### config.mk
export PLATFORM = sky130hd
export DESIGN_NAME = axi_demux_id_tracker
export DESIGN_NICKNAME = d
export VERILOG_FILES = /design/src/rtl/axi_demux_id_tracker.sv
export SDC_FILE = /design/constraint.sdc
export NUM_CORES = 1
export LEC_CHECK = 0
export ABC_AREA = 1
export CORE_MARGIN = 3
export CORE_UTILIZATION = 45
export DETAILED_ROUTE_END_ITERATION = 8
export HOLD_SLACK_MARGIN = 0.12
export PLACE_DENSITY = 0.7
export SLEW_MARGIN = 20
export SYNTH_ARGS = -nofsm -noshare
export SYNTH_HDL_FRONTEND = slang
export SYNTH_SLANG_ARGS = --single-unit
### constraint.sdc
create_clock -name clk_i -period 3.2 [get_ports clk_i]
set_clock_uncertainty 0.15 [all_clocks]
set_input_delay 0.8 -clock clk_i [delete_from_list [all_inputs] [get_ports clk_i]]
set_output_delay 0.8 -clock clk_i [all_outputs]
set_load 0.005 [all_outputs]
### src/rtl/axi_demux_id_tracker.sv
// -----------------------------------------------------------------------------
// axi_demux_id_tracker
//
// Tracks outstanding AXI transactions per (truncated) ID for a demultiplexer.
// Each ID entry keeps a count of transactions in flight and the master port
// they were routed to. A new transaction on an ID that already has
// transactions in flight is held off when it targets a different port.
// Responses could otherwise return out of order across ports for the same ID.
//
// Ports
//   clk_i        : clock, all state updates on the rising edge
//   rst_ni       : synchronous active-low reset
//   req_valid_i  : AW/AR transaction offered
//   req_id_i     : lookup ID (low AxiLookBits of the AXI ID) of the offer
//   req_select_i : target master port of the offer
//   req_ready_o  : offer is accepted this cycle (independent of req_valid_i)
//   rsp_done_i   : last response beat (B, or R with last) completes this cycle
//   rsp_id_i     : lookup ID of the completing response
//   occupied_o   : entry req_id_i has transactions in flight
//   busy_o       : any entry has transactions in flight
//   err_o        : registered one-cycle pulse after an underflowing response
//                  or an offer with an out-of-range select
// -----------------------------------------------------------------------------
module axi_demux_id_tracker #(
    parameter int unsigned AxiLookBits = 3,
    parameter int unsigned NoMstPorts  = 4,
    parameter int unsigned MaxTrans    = 8,
    parameter int unsigned UniqueIds   = 0,
    localparam int unsigned SelectWidth = (NoMstPorts > 1) ? $clog2(NoMstPorts) : 1,
    localparam int unsigned CntWidth    = $clog2(MaxTrans + 1)
) (
    input  logic                   clk_i,
    input  logic                   rst_ni,
    input  logic                   req_valid_i,
    input  logic [AxiLookBits-1:0] req_id_i,
    input  logic [SelectWidth-1:0] req_select_i,
    output logic                   req_ready_o,
    input  logic                   rsp_done_i,
    input  logic [AxiLookBits-1:0] rsp_id_i,
    output logic                   occupied_o,
    output logic                   busy_o,
    output logic                   err_o
);

    localparam int unsigned NumIds = 2 ** AxiLookBits;
    localparam logic [CntWidth-1:0] CntMax = CntWidth'(MaxTrans);
    localparam logic [CntWidth-1:0] CntOne = CntWidth'(1);

    // Per-ID state
    logic [CntWidth-1:0]    cnt_q [NumIds];
    logic [CntWidth-1:0]    cnt_d [NumIds];
    logic [SelectWidth-1:0] sel_q [NumIds];
    logic [SelectWidth-1:0] sel_d [NumIds];
    logic                   err_q;
    logic                   err_d;

    // Lookup results for the offered request and the completing response
    logic [CntWidth-1:0]    req_cnt;
    logic [SelectWidth-1:0] req_sel;
    logic [CntWidth-1:0]    rsp_cnt;
    logic                   sel_legal;
    logic                   order_ok;
    logic                   accept;
    logic                   rsp_ok;
    logic                   any_busy;

    // Ready is built from registered state only; a response completing in the
    // same cycle does not free up the entry until the next cycle.
    always_comb begin
        req_cnt   = cnt_q[req_id_i];
        req_sel   = sel_q[req_id_i];
        rsp_cnt   = cnt_q[rsp_id_i];
        sel_legal = (32'(req_select_i) < NoMstPorts);
        order_ok  = (req_cnt == '0) || (req_sel == req_select_i) || (UniqueIds != 0);

        req_ready_o = sel_legal && (req_cnt != CntMax) && order_ok;
        accept      = req_valid_i && req_ready_o;
        rsp_ok      = rsp_done_i && (rsp_cnt != '0);

        occupied_o = (req_cnt != '0);
    end

    always_comb begin
        any_busy = 1'b0;
        for (int i = 0; i < NumIds; i++) begin
            any_busy = any_busy | (cnt_q[i] != '0);
        end
        busy_o = any_busy;
    end

    // Next-state per entry. An acceptance and a completion on the same ID
    // cancel out. The select is only captured when an idle entry is opened;
    // a completion can never hit an idle entry, so the cancel case never
    // reloads it.
    always_comb begin
        for (int i = 0; i < NumIds; i++) begin
            logic inc;
            logic dec;
            inc      = accept && (req_id_i == AxiLookBits'(i));
            dec      = rsp_ok && (rsp_id_i == AxiLookBits'(i));
            cnt_d[i] = cnt_q[i];
            sel_d[i] = sel_q[i];
            if (inc && !dec) begin
                cnt_d[i] = cnt_q[i] + CntOne;
            end else if (dec && !inc) begin
                cnt_d[i] = cnt_q[i] - CntOne;
            end
            if (inc && (cnt_q[i] == '0)) begin
                sel_d[i] = req_select_i;
            end
        end
    end

    // Protocol violations: completion on an idle entry, or an offer to a port
    // that does not exist. Reported one cycle later as a single-cycle pulse.
    always_comb begin
        err_d = (rsp_done_i && (rsp_cnt == '0)) || (req_valid_i && !sel_legal);
    end

    // Reset discards everything in flight and any pending violation.
    always_ff @(posedge clk_i) begin
        if (!rst_ni) begin
            for (int i = 0; i < NumIds; i++) begin
                cnt_q[i] <= '0;
                sel_q[i] <= '0;
            end
            err_q <= 1'b0;
        end else begin
            for (int i = 0; i < NumIds; i++) begin
                cnt_q[i] <= cnt_d[i];
                sel_q[i] <= sel_d[i];
            end
            err_q <= err_d;
        end
    end

    assign err_o = err_q;

endmodule

### Yosys cells after proc, flatten, opt, wreduce, memory -nomap -nowiden

Memories as Yosys holds them, arrays and structs flattened.
Cells that the tools add are included.

* memory bits (writable): 48
* input bits: 12
* memories: 2
* logic and storage cells: 199
* register bits: 1

Memory list
* cnt_q: depth 8, bits a word 4, rd ports 10, clocked after memory_dff 0, wr ports 8, line 50 `logic [CntWidth-1:0] cnt_q [NumIds];`
* sel_q: depth 8, bits a word 2, rd ports 1, clocked after memory_dff 0, wr ports 8, line 52 `logic [SelectWidth-1:0] sel_q [NumIds];`

* eq/ne operators: 24
* mux-type cells: 42
* reduce and logical (&&, ||, !) cells: 91
* bitwise operators: 23
* add/sub/neg operators: 16

Operators by type and width (number)
* $mux W4: 24
* $logic_and A1 B1 Y1: 44
* $logic_not A4 Y1: 10
* $reduce_bool A4 Y1: 10
* $add A4 B1 Y4 const B: 8
* $mux W2: 16
* $sub A4 B1 Y4 const B: 8
* $eq A3 B3 Y1 const B: 8
* $or A1 B1 Y1: 23
* $logic_not A1 Y1: 16
* $reduce_and A2 Y1: 8
* $eq A3 B2 Y1 const B: 4
* $ne A1 B1 Y1 const B: 8
* $eq A3 B1 Y1 const B: 2
* $logic_not A3 Y1: 2
* $ne A4 B4 Y1 const B: 1
* $eq A2 B2 Y1: 1
* $mux W1: 2
* $logic_or A1 B1 Y1: 1

### Depth between registers and ports, before layout

Gate-level depths: netlist (run 1).
An unclocked memory read counts as a cell.

* depth in word-level cells: 11
* depth in mapped cells: 24

### Least setup slack after synthesis (run 1)

No wires, ideal clock.

* path type: in2reg
* start: input req_id_i[1]
* end: memory cnt_q[6][3] (netlist bit)
* data arrival time: 3.191 ns
* setup slack: -0.260 ns
* stages on the path: 23
* path buffers: 1
* setup time: 0.119 ns
* cell sequence: buf_6 nand2_1 inv_2 nand2_1 nand3_2 nor2_2 nor2_4 inv_2 nand2_4 nand2_8 nand2_8 nor3_2 ha_1 inv_1 ha_1 nand2_1 nor2_1 a211oi_1 nor2_1 nor2_1 nand2_1 o21ai_0 a21oi_1

RTL lines
* from (decl): line 35 `input logic [AxiLookBits-1:0] req_id_i,`
* to (decl): line 50

==> results of run 1 <==
==> stage by stage <==
stage	total power [mW]	cells	hold slack (ns)	util, %	worst slack, ns
floorplan	1.01	453	0.308	-	-0.0666
global placement	1.17	611	0.337	59.0	-0.702
detailed placement	1.18	611	0.342	59.0	-0.771
CTS	1.57	628	0.375	62.0	-0.0756
global route	1.69	636	0.407	64.0	-0.184
finish	1.59	636	0.375	64.0	0.0286
==> flip-flops by register name (all words and copies together) (netlist names) <==
register,count
cnt_q,32
sel_q,16
err_o,1
==> cell type report <==
type                       instances  area, µm²  area share (%)
inverter                          60        240            5.07
tap                               99        124            2.61
clock buffer                       6       72.6            1.53
timing repair buffer              85        753            15.9
clock inverter                     2       15.0           0.317
multi-input combinational        335       2400            50.5
sequential                        49       1140            24.1
==> power by group through the flow <==
stage | Sequential (mW) | Combinational, mW | Clock (mW)
6_report | 0.702 | 0.527 | 0.363
5_1_grt | 0.707 | 0.582 | 0.398
4_1_cts | 0.702 | 0.497 | 0.376
3_5_place_dp | 0.716 | 0.467 | 0
3_3_place_gp | 0.714 | 0.454 | 0
2_1_floorplan | 0.709 | 0.302 | 0
==> path summary, 6_finish.rpt <==
path              slack (ns)                        to                      from  cells after the start
setup / recovery        0.03  cnt_q[5][3]$_SDFFE_PN0P_               rsp_id_i[0]                     19
hold / removal          0.37  cnt_q[4][0]$_SDFFE_PN0P_  cnt_q[4][0]$_SDFFE_PN0P_                      2
setup reg to reg        0.13  cnt_q[5][3]$_SDFFE_PN0P_  cnt_q[4][1]$_SDFFE_PN0P_                     19
hold reg to reg         0.37  cnt_q[4][0]$_SDFFE_PN0P_  cnt_q[4][0]$_SDFFE_PN0P_                      2
==> cells by family (layout without fill, tap and decap cells) <==
group | count (synthesis) | in the layout | share of synthesized area, %
and+or+nand+nor | 215 | 215 | 31.5
xor gates and xnor gates | 16 | 16 | 3.98
DFF | 49 | 49 | 32.4
buffers and inverters | 69 | 153 | 7.86
AOI/OAI and AO/OA | 72 | 72 | 11.2
adders and majority gates | 32 | 32 | 13.1
==> layer usage <==
layer / GRT usage (%) / up-vias
li1: - / 1641
met1: 24.3 / 1527
met2: 35.3 / 65
met3: 2.95 / 16
met4: 5.54 / 0
met5: 0 / -
==> synthesized netlist by cell type (2+ instances only) <==
| master | number |
|---|---|
| nand2_1 | 105 |
| nor2_1 | 60 |
| inv_1 | 52 |
| dfxtp_1 | 33 |
| a21oi_1 | 30 |
| o21ai_0 | 27 |
| ha_1 | 24 |
| edfxtp_1 | 16 |
| xor2_1 | 16 |
| nand3_1 | 9 |
| a211oi_1 | 8 |
| fa_1 | 8 |
| inv_2 | 8 |
| nor3_2 | 8 |
| nand4_1 | 7 |
| nand4_4 | 6 |
| clkbuf_1 | 4 |
| and3_1 | 3 |
| nor2_2 | 3 |
| nor2_4 | 3 |
| buf_2 | 2 |
| buf_4 | 2 |
| nand2_8 | 2 |
| nand3_2 | 2 |
| nand3b_1 | 2 |
| nor3_1 | 2 |
| o21a_1 | 2 |
| o22ai_1 | 2 |
==> what timing repair did <==
item	CTS	global route
setup endpoints to repair	26	20
pin swaps	23	20
resized for setup	38	31
setup buffers	9	8
==> critical path, delay by kind of cell <==
kind                     cells  cell delay (ns)
AND/OR/NAND/NOR              9             0.88
adder cells (fa/ha/maj)      2             0.42
AO/OA/AOI/OAI                5             0.80
buffers and inverters        3             0.35
==> summary.md, run 1 <==
| Metric | Value |
|---|---|
| Global placer's final weighted congestion | 0.921 |
| Leakage | 2.09 nW |
| Area contributors post-synth | dfxtp_1 (19%), edfxtp_1 (14%), nand2_1 (11%), ha_1 (8.5%), nor2_1 (6.4%) |
| Share of layout cells above drive strength 1 | between 30% and 40% |
| Slew margin rel. | 58.0% |
| Flop pwr share | 44.1% |
| EDFF count, synth | 16 |
| Row count | 31 |
| CTS Buf Count | 5 |
| Drt first pass iters | 4 |
| Starting Density | 47.5% |
| Worst VDD drop | 0.158 mV |
| Worst skew pair latency | around 0.30 ns |
| Max Cap Viol | 0 |
| Top FF cell, synth | dfxtp_1 |
| H-Tree Depth | 2 |
| Vias | 3249 |
| CP required | 3.30 ns |
| CP max stage cell | or2_4 |
| Largest net degree at the start of global routing | 21 |
| Final wirelength | 8360 µm |
| Die Wd | 94.4 µm |
| Register area share after synthesis | 32.4% |
| Post-Syn Nets | between 400 and 500 |
| Hold Vio Cnt, Final | 0 |
| Switch share | 32.4% |
| Clk network pwr share | 22.8% |
| Crit. End Element | flop |
| Critical path startpoint category | input pin |
| Initial antenna violation count | 0 |
| Max Used Layer | met4 |
| Gr ovfl total | 0 |
| Synth warn | 0 |
| CTS Buffer Depth | 2 |
| Top cell type's share of synthesized area | a little under a fifth |
| Yosys top cell by area | dfxtp_1 |
| Comb power frac | between 30% and 40% |
| Met3 Wirelength | around 350 µm |
| Crit path time final | 3.17 ns |
| Post-DP HPWL | ~6400 µm |
| Crit path max fanout | 7 |
| Antenna diodes | 0 |
| Crit-path max cell delay | around 0.27 ns |
| Commonest non-fill, non-tap cell in the layout | nand2_1 |
| M1 WL | 3640 µm |
| Post-DRT Antenna Nets | 0 |
| WL/cell | around 13 µm |
| Nets | 580 |
| Slew Viols, Final | 0 |
| Max Clk Rate | roughly 0.32 GHz |
| Clock Pin Slew Worst Setup and Hold Paths | 0.08 ns |
| Core box area | 0.00741 mm² |
| Hold Path Class | flop to flop |
| Mean post-synth cell area | 7.77 µm² |
| Critical path arrival | about 3.3 ns |
| DRT iter0 DRCs | ~160 |
| DRC | 0 |
| Final non-filler cell area | 0.00474 mm² |
| RSZ-0062 raised after global routing | true |
| First-pass GRT wire length | roughly 14000 µm |
| Setup TNS Final | 0 ns |
| # port buffers | 15 |
| Power Dens Cells | roughly 340 mW/mm² |
| Final Cycle Share | around 100% |
| Net load switching power | a little over 0.5 mW |
| DIE HEIGHT | ~94 µm |
| CP cell instances | clkbuf_2, or2_4, o22ai_2, nor3_1, o21bai_2, nor2_1, buf_4, nand2_1, ha_2, inv_4, ha_4, nand2_2, nor2_2, a211oi_2, nor2_1, nor2_1, nand2_1, a21oi_2, o21a_1 |
| Area after DPL | 0.00437 mm² |
| Synth Cell Area | about 0.0035 mm² |
| Hold_buf cts | 0 |
| FILL cells | between 600 and 700 |
| CTS Sinks | 49 |
| Layout area overhead | 34.8% |
| CTS tree | yes |
| Cell count after synthesis | ~450 |
| Worst-margin pin slew | approximately 0.63 ns |
| Clock Root Buffer | clkbuf_8 |
| Ys async rst share | 0% |
| GRT Util Overall | between 10% and 20% |
| Setup violators final | 0 |
| Power Internal | 1.08 mW |
| Synth cell types | 35 |
| Setup CP Type | input pin to flop |
| Met2 Wirelength | roughly 4200 µm |
| Seq cells post-synth | between 40 and 50 |
| Routed vias/inst | roughly 5 |
| I/O pins | 16 |
| Vias in the first global route | 3159 |
| Total die area | between 0.008 and 0.009 mm² |
| Status | completed |
| Most frequent cells in the layout | nand2_1 (96), buf_4 (61), nor2_1 (58) |
| Most frequent cell on the critical path | nor2_1 |
(Power assumes the default switching activity.)
==> run 2: changes to the inputs <==
CORE_UTILIZATION = 40   (was 45)
PLACE_DENSITY = 0.64   (was 0.7)
==> summary.md, run 2 (same netlist as run 1, synthesis figures left out) <==
| Metric | Value |
|---|---|
| Hold Vio Cnt, Final | 0 (unchanged) |
| Total die area | 0.00996 mm² (+12%) |
| Met2 Wirelength | 4390 µm (+4.0%) |
| Slew Viols, Final | 0 (unchanged) |
| Initial antenna violation count | 0 (unchanged) |
| Hold_buf cts | 0 (unchanged) |
| CP cell instances | buf_12, buf_12, nor2_4, nand2_1, nand3_2, nor2_4, nor2_4, nand3_4, nand2_8, nand2_8, buf_6, nor3_4, ha_4, inv_4, ha_4, nand2_4, nor2_4, a211oi_2, nor2_1, nor2_1, nand2_1, a21oi_2, o21a_1 |
| Final non-filler cell area | 0.00496 mm² (+4.5%) |
| First-pass GRT wire length | 14800 µm (+5.5%) |
| Critical path startpoint category | input pin |
| Crit. End Element | flop |
| Max Cap Viol | 0 (unchanged) |
| CTS Buffer Depth | 2 (unchanged) |
| Hold_sp | cnt_q[0][3]$_SDFFE_PN0P_ |
| Max Used Layer | met4 |
| Failing checks | negative setup slack |
| CP required | 3.30 ns (about the same) |
| Commonest non-fill, non-tap cell in the layout | nand2_1 |
| Leakage | 2.13 nW (+2.1%) |
| Drt first pass iters | 5 (+1) |
| CP max stage cell | ha_4 |
| Antenna diodes | 0 (unchanged) |
| Starting Density | 42.0% (-5.5 points) |
| Setup violators final | 16 (+16) |
| R2r worst-path depth | 22 (+3) |
| Clock Root Buffer | clkbuf_8 |
| Post-DRT Antenna Nets | 0 (unchanged) |
| Layout area overhead | 40.9% |
| Flop-to-flop setup slack | 0.04 ns (-0.09 ns) |
| M1 WL | 4080 µm (+12%) |
| Largest net degree at the start of global routing | 16 (-24%) |
| Status | complete, but fails checks |
| Crit-path max cell delay | 0.25 ns (-0.02 ns) |
| Clock Pin Slew Worst Setup and Hold Paths | 0.10 ns (+0.02 ns) |
| I/O pins | 16 (unchanged) |
| Crit path time final | 3.41 ns (+0.236 ns) |
| Final wirelength | 8750 µm (+4.7%) |
| CTS Buf Count | 5 (unchanged) |
| Reg2Reg Launch Point | cnt_q[5][1]$_SDFFE_PN0P_ |
| WHS Path Cells | 2 (unchanged) |
| CTS tree | yes |
| Share of layout cells above drive strength 1 | 35.0% (+3.3 points) |
| DRC | 0 (unchanged) |
| Routed vias/inst | 4.95 (-3.1%) |
| Post-DP HPWL | 6490 µm (+2.0%) |
| Core box area | 0.00838 mm² (+13%) |
| Hold path endpoint | cnt_q[0][3]$_SDFFE_PN0P_ |
| Vias in the first global route | 3090 (-2.2%) |
| Met3 Wirelength | 226 µm (-35%) |
| Most flops, register | cnt_q |
| Crit Reg-Reg Endpoint | cnt_q[5][3]$_SDFFE_PN0P_ |
| Power Dens Cells | 347 mW/mm² (+3.4%) |
| # port buffers | 15 (unchanged) |
| Global placer's final weighted congestion | 0.925 (+0.53%) |
| Worst skew pair latency | 0.30 ns (about the same) |
| Slew margin rel. | 58.7% (+0.67 points) |
| Max FFs per register | 32 (unchanged) |
| Nets | 583 (+0.52%) |
| Critical path buffers and inverters | 4 (+1) |
| Most frequent cell on the critical path | nor2_4 |
| Area after DPL | 0.00435 mm² (-0.40%) |
| Final core occ | 59.1% (-4.9 points) |
| Setup CP Type | input pin to flop |
| Final Cycle Share | 106% (+7.4 points) |
| Hold Path Class | flop to flop |
| Worst Slack Setup Final | -0.207 ns (-0.236 ns) |
| Gr ovfl total | 0 (unchanged) |
| DIE HEIGHT | 99.8 µm (+5.7%) |
| Max Clk Rate | 0.294 GHz (-6.9%) |
| DRT iter0 DRCs | 102 (-35%) |
| Crit path max fanout | 5 (-2) |
| Worst VDD drop | 0.206 mV (+30%) |
| Cell family with most CP delay | simple AND/OR/NAND/NOR gates |
| Vias | 3193 (-1.7%) |
| RSZ-0062 raised after global routing | true |
| Most frequent cells in the layout | nand2_1 (91), buf_4 (64), nor2_1 (58) |
| Dpl ws | -0.876 ns (-0.105 ns) |
| WL/cell | 13.6 µm (+3.3%) |
| Die Wd | 99.8 µm (+5.7%) |
| CTS Sinks | 49 (unchanged) |
| GRT Util Overall | 18.3% (-1.3 points) |
| H-Tree Depth | 2 (unchanged) |
| Row count | 33 (+6.5%) |
| Critical path arrival | 3.51 ns (+0.24 ns) |
| Worst-margin pin slew | 0.617 ns (-0.0113 ns) |
[run 2: area by class of cell]
type                       instances  area, µm²
clock buffer                       5       68.8
clock inverter                     3       41.3
fill                             704       3430
inverter                          60        243
multi-input combinational        335       2530
sequential                        49       1140
tap                              105        131
timing repair buffer              88        797
[run 2: through the flow]
step	cells	power (mW)	hold slack (ns)	TNS [ns]
finish	645	1.72	0.370	-1.50
global route	645	1.82	0.403	-3.79
CTS	637	1.69	0.366	-0.463
detailed placement	617	1.19	0.338	-18.65
global placement	617	1.18	0.326	-16.92
floorplan	453	1.01	0.308	-0.357
[run 2: worst max path at each step]
| stage | start | end | slack (ns) | depth (start not counted) |
|---|---|---|---|---|
| 2_1_floorplan | req_id_i[0] | cnt_q[6][3]$_SDFFE_PN0P_ | -0.07 | 21 |
| 3_3_place_gp | req_id_i[0] | cnt_q[4][3]$_SDFFE_PN0P_ | -0.76 | 22 |
| 3_5_place_dp | req_id_i[0] | cnt_q[7][3]$_SDFFE_PN0P_ | -0.88 | 22 |
| 4_1_cts | req_id_i[0] | cnt_q[7][3]$_SDFFE_PN0P_ | -0.11 | 22 |
| 5_1_grt | req_id_i[1] | cnt_q[5][3]$_SDFFE_PN0P_ | -0.37 | 23 |
| 6_report | req_id_i[0] | cnt_q[5][3]$_SDFFE_PN0P_ | -0.21 | 23 |
[run 2: worst min-delay path: cells and delay by family, from the launching register on]
family / cells / cell delay, ns
flops: 1 / 0.35
simple gates: 1 / 0.08
compound gates: 1 / 0.05
[run 2: what timing repair did]
action | 4_1_cts | 5_1_grt
hold endpoints to repair | 0 | 0
resized for setup | 65 | 41
cloned | 1 | 0
buffers inserted | 11 | 8
setup endpoints to repair | 26 | 23
pin swaps | 50 | 45
[run 2: power breakdown]
group	leakage [nW]	total (mW)	switching (mW)	internal (mW)
combinational	1.65	0.565	0.293	0.271
clock	0.0518	0.452	0.222	0.231
sequential	0.433	0.703	0.0293	0.674
[run 2: routing by layer]
layer	track usage (%)	vias up
met4	4.10	0
li1	-	1646
met1	24.7	1502
met3	1.95	8
met5	0	-
met2	31.5	37
==> run 3: changes to the inputs <==
PLACE_DENSITY = 0.62   (was 0.64)
SLEW_MARGIN = unset   (was 20)
clock period = 3.8 ns   (was 3.2 ns; I/O delays follow)
==> summary.md, run 3 (same netlist as run 1, synthesis figures left out) <==
| Metric | Value |
|---|---|
| Critical path arrival | 2.58 ns (-0.93 ns) |
| Register Area | 0.00114 mm² (unchanged) |
| Post-DRT Antenna Nets | 0 (unchanged) |
| Setup TNS Final | 0 ns (+1.50 ns) |
| Hold_sp | cnt_q[6][3]$_SDFFE_PN0P_ |
| Clock Pin Slew Worst Setup and Hold Paths | 0.09 ns (about the same) |
| Hold Vio Cnt, Final | 0 (unchanged) |
| Slew margin rel. | 61.6% (+2.8 points) |
| Vias | 3035 (-4.9%) |
| Share of layout cells above drive strength 1 | 18.6% (-16 points) |
| WL/cell | 12.4 µm (-8.8%) |
| CP cell instances | buf_2, buf_4, nor2_4, nand2_1, nand2_1, nor2_4, nor2_4, nand3_4, nand2_8, buf_4, clkdlybuf4s50_1 |
| GRT Util Overall | 15.7% (-2.5 points) |
| DRC | 0 (unchanged) |
| Cell family with most CP delay | buffers and inverters |
| Final Cycle Share | a little under 100% |
| Commonest non-fill, non-tap cell in the layout | nand2_1 |
| Final non-filler cell area | 0.00423 mm² (-15%) |
| DIE HEIGHT | 99.8 µm (unchanged) |
| Row count | 33 (unchanged) |
| Leakage | 1.91 nW (-11%) |
| CTS Buf Count | 5 (unchanged) |
| Initial antenna violation count | 0 (unchanged) |
| Status | completed |
| Largest net degree at the start of global routing | 29 (+13) |
| Reg2Reg Launch Point | cnt_q[2][0]$_SDFFE_PN0P_ |
| Worst-margin pin slew | 0.576 ns (-0.0414 ns) |
| Layout area overhead | 20.1% |
| Clock Root Buffer | clkbuf_8 |
| Routed vias/inst | 4.93 (-0.31%) |
| Hold Path Class | flop to flop |
| Drt first pass iters | 4 (-1) |
| Cells after DPL | 607 (-1.6%) |
| Antenna diodes | 0 (unchanged) |
| First-pass GRT wire length | 12800 µm (-14%) |
| Worst hold slack | 0.362 ns (-0.00806 ns) |
| Die Wd | 99.8 µm (unchanged) |
| Critical path buffers and inverters | 4 (unchanged) |
| CP max stage cell | clkdlybuf4s50_1 |
| CP Launch Point | req_id_i[0] |
| Layout Cells excl Fill | 615 (-4.7%) |
| Nets | 553 (-5.1%) |
| Most flops, register | cnt_q |
| Total die area | 0.00996 mm² (unchanged) |
| Setup CP Type | input pin to primary output |
| Setup violators final | 0 (-16) |
| Starting Density | 42.0% (unchanged) |
| Setup bufs post-CTS | 0 (-11) |
| Core box area | 0.00838 mm² (unchanged) |
| DRT iter0 DRCs | 121 (+19%) |
| Worst VDD drop | 0.132 mV (-36%) |
| Worst skew pair latency | 0.31 ns (about the same) |
| # port buffers | 15 (unchanged) |
| Power Dens Cells | 314 mW/mm² (-9.6%) |
| CTS Sinks | 49 (unchanged) |
| Gr ovfl total | 0 (unchanged) |
| Global placer's final weighted congestion | 0.983 (+6.2%) |
| Crit path time final | around 3.7 ns |
| Max FFs per register | 32 (unchanged) |
| Slew Viols, Final | 0 (unchanged) |
| H-Tree Depth | 2 (unchanged) |
| Crit. End Element | primary output |
| Max Clk Rate | between 0.2 and 0.3 GHz |
| Critical path startpoint category | input pin |
| I/O pins | 16 (unchanged) |
| Area after DPL | 0.00407 mm² (-6.5%) |
| Crit-path max cell delay | 0.48 ns (+0.23 ns) |
| Max Cap Viol | 0 (unchanged) |
| Crit path max fanout | 6 (+1) |
| CTS Buffer Depth | 2 (unchanged) |
| Hold_buf cts | 0 (unchanged) |
| Final wirelength | 7610 µm (-13%) |
| Vias in the first global route | 2859 (-7.5%) |
| Most frequent cell on the critical path | nor2_4 |
| CTS tree | yes |
| Flop-to-flop setup slack | 0.61 ns (+0.57 ns) |
| RSZ-0062 raised after global routing | false |
| Footprint of the multi-input gates | 0.00214 mm² (-15%) |
| Most frequent cells in the layout | nand2_1 (103), nor2_1 (59), inv_1 (52) |
| FILL cells | 822 (+17%) |
| CP required | 2.70 ns (-0.60 ns) |
| Post-DP HPWL | 6110 µm (-6.0%) |
==> run 3: changes by cell type in the layout (fill, tap and decap cells not counted), moves of 10 or more <==
cell	change
nand2_2	-10
o21ai_1	-12
o21ai_0	+12
inv_1	+10
ha_4	-17
nand2_1	+12
ha_1	+20
buf_4	-21
==> run 3: metal layers <==
layer | up-vias | track usage [%] | wire length, µm
met5 | - | 0 | 0
met1 | 1396 | 20.2 | 3580
li1 | 1590 | - | -
met2 | 41 | 27.7 | 3680
met4 | 0 | 3.99 | 92
met3 | 8 | 2.29 | 254
==> run 3: timing repair <==
item | 4_1_cts | 5_1_grt
gates resized for setup | 9 | 16
endpoints found under the setup margin | 14 | 10
gates cloned | 0 | 0
==> run 3: tightest hold or removal path: stages (launching register included) <==
cell,delay [ns]
dfxtp_1,0.33
inv_1,0.08
a21oi_1,0.06
==> run 3: final timing paths <==
kind | end | cells past startpoint
min | cnt_q[6][3]$_SDFFE_PN0P_ | 2
min reg2reg | cnt_q[6][3]$_SDFFE_PN0P_ | 2
max reg2reg | cnt_q[7][3]$_SDFFE_PN0P_ | 20
max | req_ready_o | 11
==> run 3: layout make-up <==
type	count	area share, %
Clock buffer	5	1.63
Clock inverter	3	1.10
Inverter	60	5.39
Multi-Input combinational cell	335	50.7
Sequential cell	49	27.0
Tap cell	105	3.11
Timing Repair Buffer	58	11.0
==> run 3: report_power, final <==
group	internal, mW	leakage, nW	switching, mW
clock	0.197	0.0543	0.184
sequential	0.567	0.433	0.0199
combinational	0.152	1.42	0.207
total	0.916	1.91	0.411
==> run 3: per-stage QoR <==
step           utilization (%)  total power, mW  worst slack (ns)
3_5_place_dp              48.6            0.954            -0.606
6_report                  50.4             1.33             0.120
2_1_floorplan                -            0.829             0.190
3_3_place_gp              48.6            0.946            -0.539
5_1_grt                   50.4             1.41           0.00663
4_1_cts                   50.1             1.34            0.0236
